File: src/rtl/mac_arbiter_if.sv
// Requester, response and MAC-side signals of mac_arbiter.
// slave: arbiter view; master: requesters + MAC datapath view.
interface mac_arbiter_if #(
    parameter int NREQ = 2,
    parameter int W    = 8,
    parameter int ACCW = 16
);
    localparam int GW = (NREQ > 1) ? $clog2(NREQ) : 1;

    logic [NREQ-1:0]        req_valid;
    logic [NREQ-1:0]        req_ready;
    logic [NREQ-1:0][W-1:0] req_a;
    logic [NREQ-1:0][W-1:0] req_b;
    logic [NREQ-1:0]        req_last;
    logic [NREQ-1:0]        rsp_valid;
    logic [NREQ-1:0]        rsp_ready;
    logic [ACCW-1:0]        rsp_data;
    logic                   rsp_err;
    logic                   mac_clear;
    logic [W-1:0]           mac_a;
    logic [W-1:0]           mac_b;
    logic                   mac_valid_in;
    logic [ACCW-1:0]        mac_f;
    logic                   mac_valid_out;
    logic                   busy;
    logic [GW-1:0]          grant_id;

    modport slave (
        input  req_valid, req_a, req_b, req_last, rsp_ready,
        input  mac_f, mac_valid_out,
        output req_ready, rsp_valid, rsp_data, rsp_err,
        output mac_clear, mac_a, mac_b, mac_valid_in,
        output busy, grant_id
    );

    modport master (
        output req_valid, req_a, req_b, req_last, rsp_ready,
        output mac_f, mac_valid_out,
        input  req_ready, rsp_valid, rsp_data, rsp_err,
        input  mac_clear, mac_a, mac_b, mac_valid_in,
        input  busy, grant_id
    );
endinterface

File: src/rtl/mac_arbiter.sv
// Job-granular arbiter sharing one pipelined MAC among NREQ requesters.
// Define ARB_FIXED_PRIO_EN for lowest-index-wins instead of round-robin.
module mac_arbiter #(
    parameter int NREQ   = 2,
    parameter int W      = 8,
    parameter int ACCW   = 16,
    parameter int MAXLEN = 16
) (
    input logic          clk,
    input logic          reset,
    mac_arbiter_if.slave bus
);
    localparam int GW = (NREQ > 1) ? $clog2(NREQ) : 1;
    localparam int CW = $clog2(MAXLEN + 1);

    typedef enum logic [2:0] {
        IDLE,
        CLEAR,
        STREAM,
        DRAIN,
        RESP
    } state_t;

    state_t          state, state_nx;
    logic [GW-1:0]   owner, owner_nx;
    logic [CW-1:0]   issued, issued_nx;
    logic [CW-1:0]   returned, returned_nx;
    logic            err, err_nx;
    logic [ACCW-1:0] result, result_nx;
    logic [GW-1:0]   pick;
    logic            any_req;
    logic            beat;
`ifndef ARB_FIXED_PRIO_EN
    logic [GW-1:0]   last_grant, last_grant_nx;
`endif

    // Choose the next owner from the currently valid requesters
    always_comb begin
        pick    = '0;
        any_req = |bus.req_valid;
`ifdef ARB_FIXED_PRIO_EN
        for (int i = NREQ - 1; i >= 0; i--) begin
            if (bus.req_valid[i]) pick = GW'(i);
        end
`else
        // scan from farthest to nearest so the nearest after last_grant wins
        for (int i = NREQ; i >= 1; i--) begin
            if (bus.req_valid[(int'(last_grant) + i) % NREQ])
                pick = GW'((int'(last_grant) + i) % NREQ);
        end
`endif
    end

    // Outputs depend on registered state; only the MAC operand path sees req_valid
    always_comb begin
        beat             = (state == STREAM) && bus.req_valid[owner];
        bus.req_ready    = '0;
        bus.rsp_valid    = '0;
        if (state == STREAM) bus.req_ready[owner] = 1'b1;
        if (state == RESP)   bus.rsp_valid[owner] = 1'b1;
        bus.mac_clear    = (state == CLEAR);
        bus.mac_valid_in = beat;
        bus.mac_a        = beat ? bus.req_a[owner] : '0;
        bus.mac_b        = beat ? bus.req_b[owner] : '0;
        bus.rsp_data     = result;
        bus.rsp_err      = (state == RESP) && err;
        bus.busy         = (state != IDLE);
        bus.grant_id     = owner;
    end

    // Job sequencing: grant, clear, stream, count results back, respond
    always_comb begin
        state_nx    = state;
        owner_nx    = owner;
        issued_nx   = issued;
        returned_nx = returned;
        err_nx      = err;
        result_nx   = result;
`ifndef ARB_FIXED_PRIO_EN
        last_grant_nx = last_grant;
`endif
        unique case (state)
            IDLE: begin
                if (any_req) begin
                    owner_nx = pick;
                    state_nx = CLEAR;
                end
            end
            CLEAR: begin
                issued_nx   = '0;
                returned_nx = '0;
                err_nx      = 1'b0;
                state_nx    = STREAM;
            end
            STREAM: begin
                if (bus.mac_valid_out) returned_nx = returned + CW'(1);
                if (beat) begin
                    issued_nx = issued + CW'(1);
                    if (bus.req_last[owner]) begin
                        state_nx = DRAIN;
                    end else if (issued_nx == CW'(MAXLEN)) begin
                        err_nx   = 1'b1;
                        state_nx = DRAIN;
                    end
                end
            end
            DRAIN: begin
                if (bus.mac_valid_out) begin
                    returned_nx = returned + CW'(1);
                    if (returned_nx == issued) begin
                        result_nx = bus.mac_f;
                        state_nx  = RESP;
                    end
                end
            end
            RESP: begin
                if (bus.rsp_ready[owner]) begin
`ifndef ARB_FIXED_PRIO_EN
                    last_grant_nx = owner;
`endif
                    state_nx = IDLE;
                end
            end
            default: state_nx = IDLE;
        endcase
    end

    // State and job registers; reset aborts any job in flight
    always_ff @(posedge clk or negedge reset) begin
        if (!reset) begin
            state    <= IDLE;
            owner    <= '0;
            issued   <= '0;
            returned <= '0;
            err      <= 1'b0;
            result   <= '0;
`ifndef ARB_FIXED_PRIO_EN
            last_grant <= GW'(NREQ - 1);
`endif
        end else begin
            state    <= state_nx;
            owner    <= owner_nx;
            issued   <= issued_nx;
            returned <= returned_nx;
            err      <= err_nx;
            result   <= result_nx;
`ifndef ARB_FIXED_PRIO_EN
            last_grant <= last_grant_nx;
`endif
        end
    end
endmodule

File: src/flat_wrapper.sv
// flat-port wrapper written by rule: the top's interface ports become plain ports
module mac_arbiter_flat 
#(
    parameter int NREQ   = 2,
    parameter int W      = 8,
    parameter int ACCW   = 16,
    parameter int MAXLEN = 16
)
  (clk, reset, bus_req_valid, bus_req_a, bus_req_b, bus_req_last, bus_rsp_ready, bus_mac_f, bus_mac_valid_out, bus_req_ready, bus_rsp_valid, bus_rsp_data, bus_rsp_err, bus_mac_clear, bus_mac_a, bus_mac_b, bus_mac_valid_in, bus_busy, bus_grant_id);
  mac_arbiter_if #(.NREQ(NREQ), .W(W), .ACCW(ACCW)) bus_i ();
  input logic clk;
  input logic reset;
  input wire logic [$bits(bus_i.req_valid)-1:0] bus_req_valid;
  input wire logic [$bits(bus_i.req_a)-1:0] bus_req_a;
  input wire logic [$bits(bus_i.req_b)-1:0] bus_req_b;
  input wire logic [$bits(bus_i.req_last)-1:0] bus_req_last;
  input wire logic [$bits(bus_i.rsp_ready)-1:0] bus_rsp_ready;
  input wire logic [$bits(bus_i.mac_f)-1:0] bus_mac_f;
  input wire logic [$bits(bus_i.mac_valid_out)-1:0] bus_mac_valid_out;
  output wire logic [$bits(bus_i.req_ready)-1:0] bus_req_ready;
  output wire logic [$bits(bus_i.rsp_valid)-1:0] bus_rsp_valid;
  output wire logic [$bits(bus_i.rsp_data)-1:0] bus_rsp_data;
  output wire logic [$bits(bus_i.rsp_err)-1:0] bus_rsp_err;
  output wire logic [$bits(bus_i.mac_clear)-1:0] bus_mac_clear;
  output wire logic [$bits(bus_i.mac_a)-1:0] bus_mac_a;
  output wire logic [$bits(bus_i.mac_b)-1:0] bus_mac_b;
  output wire logic [$bits(bus_i.mac_valid_in)-1:0] bus_mac_valid_in;
  output wire logic [$bits(bus_i.busy)-1:0] bus_busy;
  output wire logic [$bits(bus_i.grant_id)-1:0] bus_grant_id;
  assign bus_i.req_valid = bus_req_valid;
  assign bus_i.req_a = bus_req_a;
  assign bus_i.req_b = bus_req_b;
  assign bus_i.req_last = bus_req_last;
  assign bus_i.rsp_ready = bus_rsp_ready;
  assign bus_i.mac_f = bus_mac_f;
  assign bus_i.mac_valid_out = bus_mac_valid_out;
  assign bus_req_ready = bus_i.req_ready;
  assign bus_rsp_valid = bus_i.rsp_valid;
  assign bus_rsp_data = bus_i.rsp_data;
  assign bus_rsp_err = bus_i.rsp_err;
  assign bus_mac_clear = bus_i.mac_clear;
  assign bus_mac_a = bus_i.mac_a;
  assign bus_mac_b = bus_i.mac_b;
  assign bus_mac_valid_in = bus_i.mac_valid_in;
  assign bus_busy = bus_i.busy;
  assign bus_grant_id = bus_i.grant_id;
  mac_arbiter #(.NREQ(NREQ), .W(W), .ACCW(ACCW), .MAXLEN(MAXLEN)) u_core (.clk(clk), .reset(reset), .bus(bus_i));
endmodule
File: config.mk
export PLATFORM = sky130hd
export DESIGN_NAME = mac_arbiter_flat
export DESIGN_NICKNAME = d
export VERILOG_FILES = /design/src/rtl/mac_arbiter_if.sv /design/src/rtl/mac_arbiter.sv /design/src/flat_wrapper.sv
export SDC_FILE = /design/constraint.sdc
export NUM_CORES = 1
export LEC_CHECK = 0
export BUFFER_PORTS_ARGS = -buffer_cell sky130_fd_sc_hd__buf_2
export CORE_UTILIZATION = 43
export CTS_BUF_LIST = sky130_fd_sc_hd__clkbuf_2
export CTS_CLUSTER_SIZE = 28
export DETAILED_ROUTE_END_ITERATION = 10
export PLACE_DENSITY = 0.83
export SLEW_MARGIN = 20
export SYNTH_ARGS = -nofsm -noshare
export SYNTH_HDL_FRONTEND = slang
export SYNTH_SLANG_ARGS = --single-unit
File: constraint.sdc
create_clock -name clk -period 2.55 [get_ports clk]
set_input_delay 0.765 -clock clk [delete_from_list [all_inputs] [get_ports clk]]
set_output_delay 0.765 -clock clk [all_outputs]
set_load 0.005 [all_outputs]
==> reports/results.ini <==
[synth]
yosysTopAreaCell=dfrtp_1
ys_ff_latch=32
yosysSeqAreaShare_pct=40.8
yosysTopAreaCellShare_pct=39.5
yosys-top-cells-area=dfrtp_1, mux2i_1, mux2_2
avgSynthCellArea_um2=9.88
syn_nets=258
synth-edff-count=0
ys_types=43
synth_cells=199
ys_warn_count=0
syn_area_um2=1970
ys.flop_type=dfrtp_1
synth_async_sr_flop_share_pct=100

[sta]
rsz0062_at_grt=false
fin_crit_sh_pct=94.5
fin_worst_skew_ns=0.00917
timing_worst_slew_pin_value_ns=0.682
hold_viol_final=0
min_period_ns=2.41
fmax_mhz=415
slew_headroom_pct=54.5
tns_ns=0
final_max_slew_viol_count=0
setup_viol=0

[final_layout]
layout_commonest_cell=buf_2
fillers=390
syn_to_final_growth_pct=31.6
nNetsFinal=356
antennaDiodeCount=0
multiInputGateArea_um2=1080
seqCellArea_um2=802
fin_area_um2=2590
final_cell_mix=buf_2, dfrtp_1, nor2_1
drive_gt1_share_pct=45.3

[grt]
grt_use_total_pct=18.5
grt_use_met3_pct=4.36
grt_max_degree=33
grt_pass1_vias=1739
top_usage_layer=met2
gr-total-overflow=0
antenna_found_initial=0
use_met1_pct=20.9
met2_usage_pct=32.9
grt_pass1_wl_um=7180

[setup_path]
regToRegStartpoint=u_core.returned[0]
cp-end-kind=output pin
critPathLaunch=bus_req_valid[1]
path_class=in2out
cp_max_fo=16
crit_arrival_ns=1.65
r2r_end=u_core.bus.rsp_data[1]
worstSetupStartpointType=input port
cp.required_ns=1.79
reg2reg_slack_ns=0.24
ff2ff_path_depth=7

[pwr]
powerDensity_nw_per_um2=995
power.leakage_uw=0.00139
peakVddDrop_mv=0.495

[drt]
avgViaCountPerCell=5.29
vias=1851
drtIter0Drc=66
drc=0
detail-route-antenna-nets=0
wl_per_cell_um=12.5
drt_first_pass_iters=4
drt_wl_total_um=4380

[clock_tree]
cts.sinks=32
postCtsSetupBuffers=0
cts-root-buf=clkbuf_2
holdBufCountCts=0
cts_buffers=5
post_cts_resize_count=0
clkSlewWorstSetupHoldPaths_ns=0.16
h-tree-depth=2
cts_tree=done
insertion_delay_ns=0.36
clockBufferDepth=2

[run]
maxCapViolCount=0

[run_status]
outcome=completed

[worst_hold_path]
hold_path_class=in2async

[placed_design]
io_buffers=97
place_area_um2=2520
gp_congestion=0.796
dp.final_hpwl_um=3340

[floorplan]
start_util_pct=44.8
die-width_um=69.6
core_area_um2=4380
rows=24
die-area_um2=4850
floorplan.io_pins=98
die_h_um=69.6

[final cells by class]
cell class | instances | share of cell area, %
flip-flops and latches | 32 | 31.0
multi-input cells | 147 | 41.6
clock inverters | 3 | 1.45
well taps | 52 | 2.52
inverters | 6 | 0.871
clock buffers | 5 | 0.968
repair buffers | 105 | 21.6
[metal layers]
| layer | share of wire, % | vias up |
|---|---|---|
| met5 | 0 | - |
| met1 | 43 | 845 |
| met2 | 48 | 94 |
| li1 | - | 902 |
| met3 | 7.0 | 10 |
| met4 | 2.3 | 0 |
[stage by stage]
step           total power (uW)  hold WS (ns)  setup WS [ns]  utilization, %  cells
2_1_floorplan              1810         0.469         0.0195               -    199
3_3_place_gp               2210         0.483          0.155            57.4    342
3_5_place_dp               2260         0.491          0.137            57.4    342
4_1_cts                    2600         0.411          0.115            58.9    350
5_1_grt                    2780         0.417         0.0139            59.0    350
6_report                   2570         0.413          0.139            59.0    350
[where the power goes]
part | switching [uW] | internal [uW] | total (uW)
Combinational | 666 | 715 | 1380
Sequential | 155 | 709 | 863
Clock | 170 | 160 | 330
[critical path, cell delays in order]
cell and delay [ns]:
buf_2 0.12, mux2_2 0.28, nand2_1 0.09, buf_4 0.20, nor2_1 0.06, buf_2 0.12
[flip-flops by register name, summed over array words and instances, names as in the netlist]
signal               cells
u_core.last_grant        1
u_core.returned          5
u_core.bus.rsp_data     16
u_core.err               1
u_core.issued            5
u_core.state             3
u_core.bus.grant_id      1
[how the worst max path moves through the flow]
stage | end | slack, ns | cells past startpoint
after detailed placement | bus_mac_a[4] | 0.14 | 6
after global placement | bus_mac_a[1] | 0.16 | 6
final | bus_mac_a[3] | 0.14 | 6
after floorplan | bus_mac_a[4] | 0.02 | 6
after global routing | bus_req_ready[0] | 0.01 | 4
after CTS | bus_mac_a[4] | 0.12 | 6
[cells by family after synthesis]
kind of cell	synth area share, %
AOI/OAI and AO/OA	11.7
adders and majority gates	1.27
muxes	21.5
DFF	40.8
buffers and inverters	4.71
xor gates and xnor gates	3.12
and+or+nand+nor	16.9
[synthesized netlist by cell type (2+ instances only)]
| cell | n |
|---|---|
| o21ai_0 | 8 |
| buf_6 | 2 |
| mux2_2 | 18 |
| xnor2_1 | 3 |
| a21o_1 | 2 |
| clkbuf_1 | 9 |
| inv_1 | 6 |
| a22o_1 | 6 |
| a31oi_1 | 2 |
| nor2_1 | 25 |
| nand2_1 | 11 |
| nand3_1 | 4 |
| nor2b_1 | 2 |
| and3_1 | 2 |
| nor3b_1 | 2 |
| nor3_1 | 5 |
| xor2_1 | 4 |
| dfrtp_1 | 31 |
| nand4_1 | 3 |
| and2_1 | 2 |
| nand2b_1 | 4 |
| mux2i_1 | 22 |
| a21oi_1 | 5 |
| ha_1 | 2 |
Note: power is estimated with default switching activity, not from simulation.
